===== config.mk =====
export PLATFORM = sky130hd
export DESIGN_NAME = dest_scoreboard_flat
export DESIGN_NICKNAME = d
export VERILOG_FILES = /design/src/rtl/dest_sb_pkg.sv /design/src/rtl/dest_scoreboard_if.sv /design/src/rtl/dest_scoreboard_decoder.sv /design/src/rtl/dest_scoreboard.sv /design/src/flat_wrapper.sv
export SDC_FILE = /design/constraint.sdc
export NUM_CORES = 1
export LEC_CHECK = 0
export ABC_AREA = 1
export CAP_MARGIN = 15
export CORE_MARGIN = 1.5
export CORE_UTILIZATION = 45
export DETAILED_ROUTE_END_ITERATION = 10
export HOLD_SLACK_MARGIN = 0.15
export PLACE_DENSITY_LB_ADDON = 0.3
export SYNTH_ARGS = -nofsm -noshare
export SYNTH_HDL_FRONTEND = slang
export SYNTH_SLANG_ARGS = --single-unit

===== constraint.sdc =====
create_clock -name clk -period 5.35 [get_ports clk]
set_input_delay 1.3375 -clock clk [delete_from_list [all_inputs] [get_ports clk]]
set_output_delay 1.3375 -clock clk [all_outputs]
set_load 0.005 [all_outputs]

===== src/rtl/dest_sb_pkg.sv =====
// Shared constants and types for the destination-register scoreboard.
// Register 0 is hard-wired and never tracked.
package dest_sb_pkg;
   localparam int AW   = 5;
   localparam int NREG = 1 << AW;
   localparam int CW   = 2;
   localparam int OW   = 7;

   typedef logic [AW-1:0]   addr_t;
   typedef logic [NREG-1:0] vec_t;
   typedef logic [CW-1:0]   cnt_t;
   typedef logic [OW-1:0]   out_t;

   localparam cnt_t  CNT_MAX  = '1;
   localparam addr_t REG_ZERO = '0;
endpackage


===== src/rtl/dest_scoreboard_if.sv =====
// Issue, writeback and operand-lookup bundle of the scoreboard.
// master drives requests, slave is the scoreboard itself.
interface dest_scoreboard_if;
   import dest_sb_pkg::*;

   logic  issue_valid;
   addr_t issue_dest;
   logic  issue_ready;
   logic  wb_valid;
   addr_t wb_dest;
   addr_t rs_addr;
   addr_t rt_addr;
   logic  rs_busy;
   logic  rt_busy;
   logic  stall;
   vec_t  wb_we;
   vec_t  busy_vec;
   out_t  outstanding;
   logic  err;

   modport master (
      output issue_valid, issue_dest, wb_valid, wb_dest,
      output rs_addr, rt_addr,
      input  issue_ready, rs_busy, rt_busy, stall,
      input  wb_we, busy_vec, outstanding, err
   );

   modport slave (
      input  issue_valid, issue_dest, wb_valid, wb_dest,
      input  rs_addr, rt_addr,
      output issue_ready, rs_busy, rt_busy, stall,
      output wb_we, busy_vec, outstanding, err
   );
endinterface


===== src/rtl/dest_scoreboard_decoder.sv =====
// Address to one-hot decoder; mirrors the write-register select mux.
// Address 0 never produces a strobe.
module dest_decoder
   import dest_sb_pkg::*;
(
   input  logic  en,
   input  addr_t addr,
   output vec_t  onehot
);

   // one bit per register, suppressed for register 0
   always_comb begin
      onehot = '0;
      if (en && addr != REG_ZERO)
         onehot[addr] = 1'b1;
   end

endmodule


===== src/rtl/dest_scoreboard.sv =====
// Per-register pending-write counters with issue back-pressure,
// operand busy lookup and a registered writeback enable.
module dest_scoreboard
   import dest_sb_pkg::*;
(
   input logic              clk,
   input logic              rst,
   dest_scoreboard_if.slave sb
);

   cnt_t [NREG-1:0] count;
   vec_t inc_vec;
   vec_t dec_vec;
   vec_t we_next;
   vec_t we_q;
   vec_t busy;
   out_t total;
   logic err_q;
   logic ready;
   logic inc;
   logic dec;
   logic bad;

   // accept/inc/dec qualification from the registered counts
   always_comb begin
      ready = (sb.issue_dest == REG_ZERO)
           || (count[sb.issue_dest] != CNT_MAX)
           || (sb.wb_valid && sb.wb_dest == sb.issue_dest);
      inc = sb.issue_valid && ready
         && sb.issue_dest != REG_ZERO;
      dec = sb.wb_valid && sb.wb_dest != REG_ZERO
         && count[sb.wb_dest] != '0;
      bad = sb.wb_valid && sb.wb_dest != REG_ZERO
         && count[sb.wb_dest] == '0;
   end

   dest_decoder u_inc (
      .en     (inc),
      .addr   (sb.issue_dest),
      .onehot (inc_vec)
   );

   dest_decoder u_dec (
      .en     (dec),
      .addr   (sb.wb_dest),
      .onehot (dec_vec)
   );

   dest_decoder u_we (
      .en     (sb.wb_valid),
      .addr   (sb.wb_dest),
      .onehot (we_next)
   );

   // per-register counters; simultaneous inc and dec cancel
   always_ff @(posedge clk or posedge rst) begin
      if (rst) begin
         count <= '0;
      end else begin
         count[0] <= '0;
         for (int i = 1; i < NREG; i++) begin
            if (inc_vec[i] && !dec_vec[i])
               count[i] <= count[i] + 1'b1;
            else if (dec_vec[i] && !inc_vec[i])
               count[i] <= count[i] - 1'b1;
         end
      end
   end

   // write enable, running total and sticky underflow flag
   always_ff @(posedge clk or posedge rst) begin
      if (rst) begin
         we_q  <= '0;
         total <= '0;
         err_q <= 1'b0;
      end else begin
         we_q  <= we_next;
         total <= total + OW'(inc) - OW'(dec);
         if (bad)
            err_q <= 1'b1;
      end
   end

   // busy view of the registered counts
   always_comb begin
      busy = '0;
      for (int i = 0; i < NREG; i++)
         busy[i] = count[i] != '0;
   end

   assign sb.issue_ready = ready;
   assign sb.rs_busy     = sb.rs_addr != REG_ZERO
                        && busy[sb.rs_addr];
   assign sb.rt_busy     = sb.rt_addr != REG_ZERO
                        && busy[sb.rt_addr];
   assign sb.stall       = sb.rs_busy || sb.rt_busy
                        || (sb.issue_valid && !ready);
   assign sb.wb_we       = we_q;
   assign sb.busy_vec    = busy;
   assign sb.outstanding = total;
   assign sb.err         = err_q;

endmodule

===== src/flat_wrapper.sv =====
// flat-port wrapper written by rule: the top's interface ports become plain ports
module dest_scoreboard_flat import dest_sb_pkg::*;
  (clk, rst, sb_issue_valid, sb_issue_dest, sb_wb_valid, sb_wb_dest, sb_rs_addr, sb_rt_addr, sb_issue_ready, sb_rs_busy, sb_rt_busy, sb_stall, sb_wb_we, sb_busy_vec, sb_outstanding, sb_err);
  dest_scoreboard_if sb_i ();
  input logic clk;
  input logic rst;
  input wire logic [$bits(sb_i.issue_valid)-1:0] sb_issue_valid;
  input wire logic [$bits(sb_i.issue_dest)-1:0] sb_issue_dest;
  input wire logic [$bits(sb_i.wb_valid)-1:0] sb_wb_valid;
  input wire logic [$bits(sb_i.wb_dest)-1:0] sb_wb_dest;
  input wire logic [$bits(sb_i.rs_addr)-1:0] sb_rs_addr;
  input wire logic [$bits(sb_i.rt_addr)-1:0] sb_rt_addr;
  output wire logic [$bits(sb_i.issue_ready)-1:0] sb_issue_ready;
  output wire logic [$bits(sb_i.rs_busy)-1:0] sb_rs_busy;
  output wire logic [$bits(sb_i.rt_busy)-1:0] sb_rt_busy;
  output wire logic [$bits(sb_i.stall)-1:0] sb_stall;
  output wire logic [$bits(sb_i.wb_we)-1:0] sb_wb_we;
  output wire logic [$bits(sb_i.busy_vec)-1:0] sb_busy_vec;
  output wire logic [$bits(sb_i.outstanding)-1:0] sb_outstanding;
  output wire logic [$bits(sb_i.err)-1:0] sb_err;
  assign sb_i.issue_valid = sb_issue_valid;
  assign sb_i.issue_dest = sb_issue_dest;
  assign sb_i.wb_valid = sb_wb_valid;
  assign sb_i.wb_dest = sb_wb_dest;
  assign sb_i.rs_addr = sb_rs_addr;
  assign sb_i.rt_addr = sb_rt_addr;
  assign sb_issue_ready = sb_i.issue_ready;
  assign sb_rs_busy = sb_i.rs_busy;
  assign sb_rt_busy = sb_i.rt_busy;
  assign sb_stall = sb_i.stall;
  assign sb_wb_we = sb_i.wb_we;
  assign sb_busy_vec = sb_i.busy_vec;
  assign sb_outstanding = sb_i.outstanding;
  assign sb_err = sb_i.err;
  dest_scoreboard u_core (.clk(clk), .rst(rst), .sb(sb_i));
endmodule

# == Word level (Yosys, flattened, before mapping) ==
# Cells that the tools add are included.
# Widths: inputs -> output; s select.
# op_classes
add_sub_neg,64
order_cmp,6
eq_ne,2
muxes,77
reduce_logical,211
# ops
operator,count
$mux 2,64
$reduce_bool 2->1,63
$mux 32,3
$logic_and 1x1->1,75
$logic_not 1->1,63
$add 2x1->2 const B,31
$sub 2x1->2 const B,31
$lt 5x6->1 const B,4
$bmux 2 s5,2
$reduce_bool 5->1,4
$bmux 1 s5,2
$demux 1 s5,2
$ge 5x1->1 const B,2
$add 7x1->7,1
$sub 7x1->7,1
$eq 5x5->1,1
$logic_not 5->1,1
$logic_or 1x1->1,4
$mux 1,4
$logic_not 2->1,1
$ne 2x2->1 const B,1
# totals
ff_bits,102
inputBits,24
output_inout_bits,76
word_cells,394

# == Logic depth before layout (Yosys ltp) ==
# depth
ltp_word,13
depth_mapped,23
ltp_nobuf,20

# == Modules after synthesis ==
# Synthesis repeated with hierarchy kept, for this count alone.
# hier_totals
cells_unflattened,933
hier_area_um2,6767.7
# by_module_without_submodules
mod,instances,cells_per_inst,area_per_inst_um2,seq_area_each_um2
dest_scoreboard,1,778,6138.4,2552.4
dest_decoder (u_core.u_dec ...),2,52,210.2,0.0
dest_decoder (u_core.u_we),1,51,209.0,0.0

# == Worst setup path before layout ==
# Ideal clock, no wire load.
# synth_path
path_type,input-to-reg
from,in sb_issue_dest[0]
to,"reg u_core.total[6], in the netlist u_core.sb.outstanding[6]"
setup_time_ns,0.126
arrival_ns,3.650
required_ns,5.224
slack_ns,1.574
cell_stages,23
path_buffers,3
path_cell_list,buf_4 inv_2 buf_2 nand2_1 nand2_1 nand2_1 nand2_1 nand2_1 nand2_1 nor2_1 nand2_2 nand3_4 nand2_4 buf_6 inv_2 ha_1 inv_1 fa_1 o21ai_0 a21oi_1 nor2_1 nor2_1 xor2_1
# synth_via
elab_chain_len,9
elab_cells_between_ends,13
cone_classes,2 x add/sub; 2 x eq/ne; 2 x mux; 7 x reduce/logical
# synth_rtl
item,line_no,source
"start, declared",flat_wrapper.sv:8,input wire logic [$bits(sb_i.issue_dest)-1:0] sb_issue_dest;
$bmux 2 s5,dest_scoreboard.sv:27,|| (count[sb.issue_dest] != CNT_MAX)
$mux 2 (not written as such),dest_scoreboard.sv:27,
$ne 2x2->1,dest_scoreboard.sv:27,
$logic_or 1x1->1,dest_scoreboard.sv:27,
$logic_or 1x1->1 *,dest_scoreboard.sv:28,|| (sb.wb_valid && sb.wb_dest == sb.issue_dest);
via sb_issue_ready,flat_wrapper.sv:13,output wire logic [$bits(sb_i.issue_ready)-1:0] sb_issue_ready;
$logic_and 1x1->1 *,dest_scoreboard.sv:29,inc = sb.issue_valid && ready
$logic_and 1x1->1 *,dest_scoreboard.sv:30,&& sb.issue_dest != REG_ZERO;
$add 7x1->7 *,dest_scoreboard.sv:78,total <= total + OW'(inc) - OW'(dec);
$sub 7x1->7 *,dest_scoreboard.sv:78,
"end signal, assigned",dest_scoreboard.sv:78,
"end, declared",dest_scoreboard.sv:17,out_t total;
# Mark *: on every way through the listed nets, which the timed path passes. The rest lies on a longest branch. The select of a mux whose other input is x is not followed.
# A chain may end at the register's enable or synchronous reset.

# == Worst setup path in the final report ==
# layout_path
from,in sb_rt_addr[0]
to,out sb_stall
# layout_via
elab_chain_len,5
elab_cells_between_ends,6
cone_classes,2 x mux; 4 x reduce/logical
# layout_rtl
item,line_no,source
"start, declared",flat_wrapper.sv:12,input wire logic [$bits(sb_i.rt_addr)-1:0] sb_rt_addr;
$bmux 1 s5,dest_scoreboard.sv:95,&& busy[sb.rt_addr];
$mux 1 (not written as such),dest_scoreboard.sv:95,
$logic_and 1x1->1 *,dest_scoreboard.sv:95,
$logic_or 1x1->1 *,dest_scoreboard.sv:96,assign sb.stall = sb.rs_busy || sb.rt_busy
$logic_or 1x1->1 *,dest_scoreboard.sv:97,|| (sb.issue_valid && !ready);
"end, declared",flat_wrapper.sv:16,output wire logic [$bits(sb_i.stall)-1:0] sb_stall;
# Every way passes the cells marked *; elsewhere a longest branch is shown, timed or not. The select of a mux whose other input is x is not followed.

==> flow_metrics.tcl <==
set metrics [dict create \
    routedWlPerCell_um 17.0 \
    ys_ff_latch 102 \
    crit_path_start_kind "input port" \
    path_buf_inv 3 \
    core_area_mm2 0.0147 \
    seq_area_frac_synth_pct 37.2 \
    fp-row-count 44 \
    dr_total_vias 6590 \
    post-dp-hpwl_um 15800 \
    dieHeight_um 126 \
    multiInputGateArea_mm2 0.00370 \
    num_antenna_cells 0 \
    grt_pass1_wl_um 33400 \
    met3_usage_pct 4.85 \
    max_cap_viol_count 0 \
    crit_type "in -> out" \
    final_area_mm2 0.00838 \
    clock_latency_ns 0.36 \
    synth_compound_area_share_pct 10.5 \
    grt_use_met1_pct 35.4 \
    power_leakage_nw 4.04 \
    muxShareOfSynthArea_pct 0 \
    synth_area_mm2 0.00686 \
    slowest_stage "clkdlybuf4s50_1" \
    post_drt_via_cell_ratio 5.29 \
    htree_levels 3 \
    post_cts_resized 0 \
    finalSetupTns_ns 0 \
    finalMaxSlewViolations 0 \
    grt.overflow.total 0 \
    wirelength_um 21100 \
    fmaxAchievable_mhz 200 \
    initial_utilization_pct 46.7 \
    gp_congestion 1.01 \
    firstDrtPassIters 5 \
    grt-busiest-layer "met2" \
    io_pins 100 \
    area_growth_pct 22.1 \
    antenna_left 0 \
    grt_pass1_vias 6215 \
    dieArea_mm2 0.0160 \
    yosysWarnings 0 \
    hold_viol_final 0 \
    drc 0 \
    setup_violations 0 \
    drive_gt1_share_pct 7.16 \
    hp-class "reg -> reg" \
    crit_required_ns 4.01 \
    cp_slowest_stage_delay_ns 0.64 \
    synth_area_per_cell_um2 7.20 \
    cts_tree "yes" \
    cts_root_buf "clkbuf_16" \
    grt_max_degree 52 \
    clk_pin_slew_ns 0.07 \
    cts_setup_buffers 0 \
    met2_usage_pct 44.5 \
    synth-simple-area-share_pct 27.3 \
    total_power_mw 3.70 \
    min_period_ns 5.00 \
    outcome "finished, final reports clean" \
    worst_slew_pin_slew_ns 0.702 \
    antenna_found_initial 0 \
    endpoint_kind "primary output" \
    finalClockSkew_ns 0.00673 \
    place_ws_ns 0.378 \
    rsz0062_at_grt "false" \
    cts_made_buffers 9 \
    placed_area_mm2 0.00806 \
    p_per_area_mw_per_mm2 442 \
    grt_use_total_pct 27.2 \
    nFillCells 1420 \
    synth_flop_cell "dfrtp_1" \
    postSynth.asyncResetShare_pct 100 \
    hold_buffers 0 \
    crit_fanout 10 \
    cts_sinks 102 \
    slew_headroom_pct 53.1 \
    peakVddDrop_uv 252 \
    setup_ws_ns 0.346 \
    cp_top_family "buffers and inverters" \
    drt_iter0_drc 562 \
    path_cells "clkdlybuf4s50_1 -> clkinv_1 -> a21oi_1 -> o21ai_0 -> nand2_1 -> nand3_1 -> nand2_1 -> nand2_1 -> nor2_1 -> nand2_1 -> clkdlybuf4s50_1" \
    io_buffer_count 98 \
    crit_path_frequent_cell "nand2_1" \
    synth_top_family_by_area "simple AND/OR/NAND/NOR gates" \
    synthAdderAreaFrac_pct 7.22 \
    synthCells 952 \
    synth_edf_count 0 \
    synth_xor_xnor_area_share_pct 8.68 \
    crit_arrival_ns 3.67 \
    min_period_over_period_pct 93.5 \
    cts_buffer_depth 2 \
    chipWidth_um 126 \
    register_area_mm2 0.00255 \
    layout.nets 1120 \
    yosysUniqueCellTypes 34 \
]
metrics by stage:
step                      util, %  hold slack [ns]  cells
after floorplan                 -            0.437    953
after global placement       54.9            0.451   1230
after detailed placement     54.9            0.451   1230
after CTS                    57.0            0.468   1246
after global routing         57.0            0.495   1246
final                        57.0            0.462   1246
synthesized netlist by cell type (2+ instances only):
| cell | count | area [µm²] |
|---|---|---|
| nor3_2 | 7 | 70.1 |
| xor2_1 | 27 | 236 |
| clkinv_1 | 2 | 7.51 |
| ha_1 | 38 | 475 |
| o211ai_1 | 5 | 37.5 |
| a22oi_1 | 4 | 30.0 |
| o21ai_0 | 49 | 245 |
| o22ai_1 | 5 | 31.3 |
| xnor2_1 | 41 | 359 |
| o21ai_1 | 16 | 80.1 |
| inv_1 | 107 | 402 |
| a21oi_1 | 57 | 285 |
| nand2_1 | 286 | 1070 |
| clkbuf_1 | 4 | 15.0 |
| buf_4 | 3 | 22.5 |
| buf_8 | 2 | 30.0 |
| nand2_2 | 2 | 12.5 |
| inv_2 | 19 | 71.3 |
| nor3_1 | 2 | 10.0 |
| buf_2 | 11 | 55.1 |
| nor2_2 | 13 | 81.3 |
| nand3_1 | 39 | 195 |
| dfrtp_1 | 102 | 2550 |
| nor2_1 | 101 | 379 |
placed cells by master (no fill, tap or decap), types with 2 or more instances in the layout:
cell and n:
nand2_1 286, inv_1 106, dfrtp_1 102, nor2_1 101, clkdlybuf4s50_1 98, a21oi_1 57, o21ai_0 49, xnor2_1 41
nand3_1 39, ha_1 38, xor2_1 27, inv_2 19, o21ai_1 16, buf_4 16, nor2_2 13, clkbuf_16 9
nor3_2 7, o211ai_1 5, o22ai_1 5, a22oi_1 4, nor3_1 2, nand2_2 2, clkinv_1 2, conb_1 2
clkinv_2 2, bufinv_16 2
final timing paths:
check | startpoint | to | slack (ns) | cells past startpoint
setup / recovery | sb_rt_addr[0] | sb_stall | 0.35 | 11
hold / removal | u_core.count[20] | u_core.count[20] | 0.46 | 1
setup reg to reg | u_core.count[34] | u_core.sb.outstanding[6] | 1.97 | 16
hold reg to reg | u_core.count[20] | u_core.count[20] | 0.46 | 1
max in group asynchronous | rst | u_core.sb.outstanding[6] | 3.09 | 3
min in group asynchronous | rst | u_core.sb.wb_we[0] | 1.42 | 2
report_power, final:
part	internal [mW]	leakage, nW	total (mW)	switching (mW)
Clock	0.409	0.152	0.714	0.305
Combinational	0.723	2.63	1.71	0.986
Sequential	1.05	1.26	1.28	0.235
Total	2.18	4.04	3.70	1.53
kinds of logic after synthesis:
| kind of cell | after synthesis |
|---|---|
| other | 1 |
| buffers and inverters | 149 |
| AND/OR/NAND/NOR | 455 |
| flip-flops | 102 |
| XOR/XNOR | 68 |
| AO/OA/AOI/OAI | 138 |
| adder cells (fa/ha/maj) | 39 |
state kept, by name, summed over array words and instances, names as in the netlist:
| register | count |
|---|---|
| u_core.count | 62 |
| u_core.sb.wb_we | 32 |
| u_core.sb.outstanding | 7 |
| u_core.sb.err | 1 |
per-layer routing:
layer	vias up	part of all wire, %
met5	-	0
met4	0	3.9
met3	65	6.6
met2	250	48
met1	3084	42
li1	3191	-
worst register-to-register path: cells and delay by family, from the launching register on:
kind,cells,cell delay (ns)
simple gates,5,0.89
compound gates,5,0.88
fa+ha+maj,3,0.84
flops,1,0.43
xor+xnor,1,0.13
buf+inv,2,0.10
cell type report:
type / count / area share, %
flip-flops and latches: 102 / 30.5
clock inverters: 6 / 1.03
well taps: 184 / 2.75
multi-input cells: 702 / 44.1
inverters: 128 / 5.76
repair buffers: 114 / 13.1
clock buffers: 10 / 2.73
Note: power is estimated with default switching activity, not from simulation.
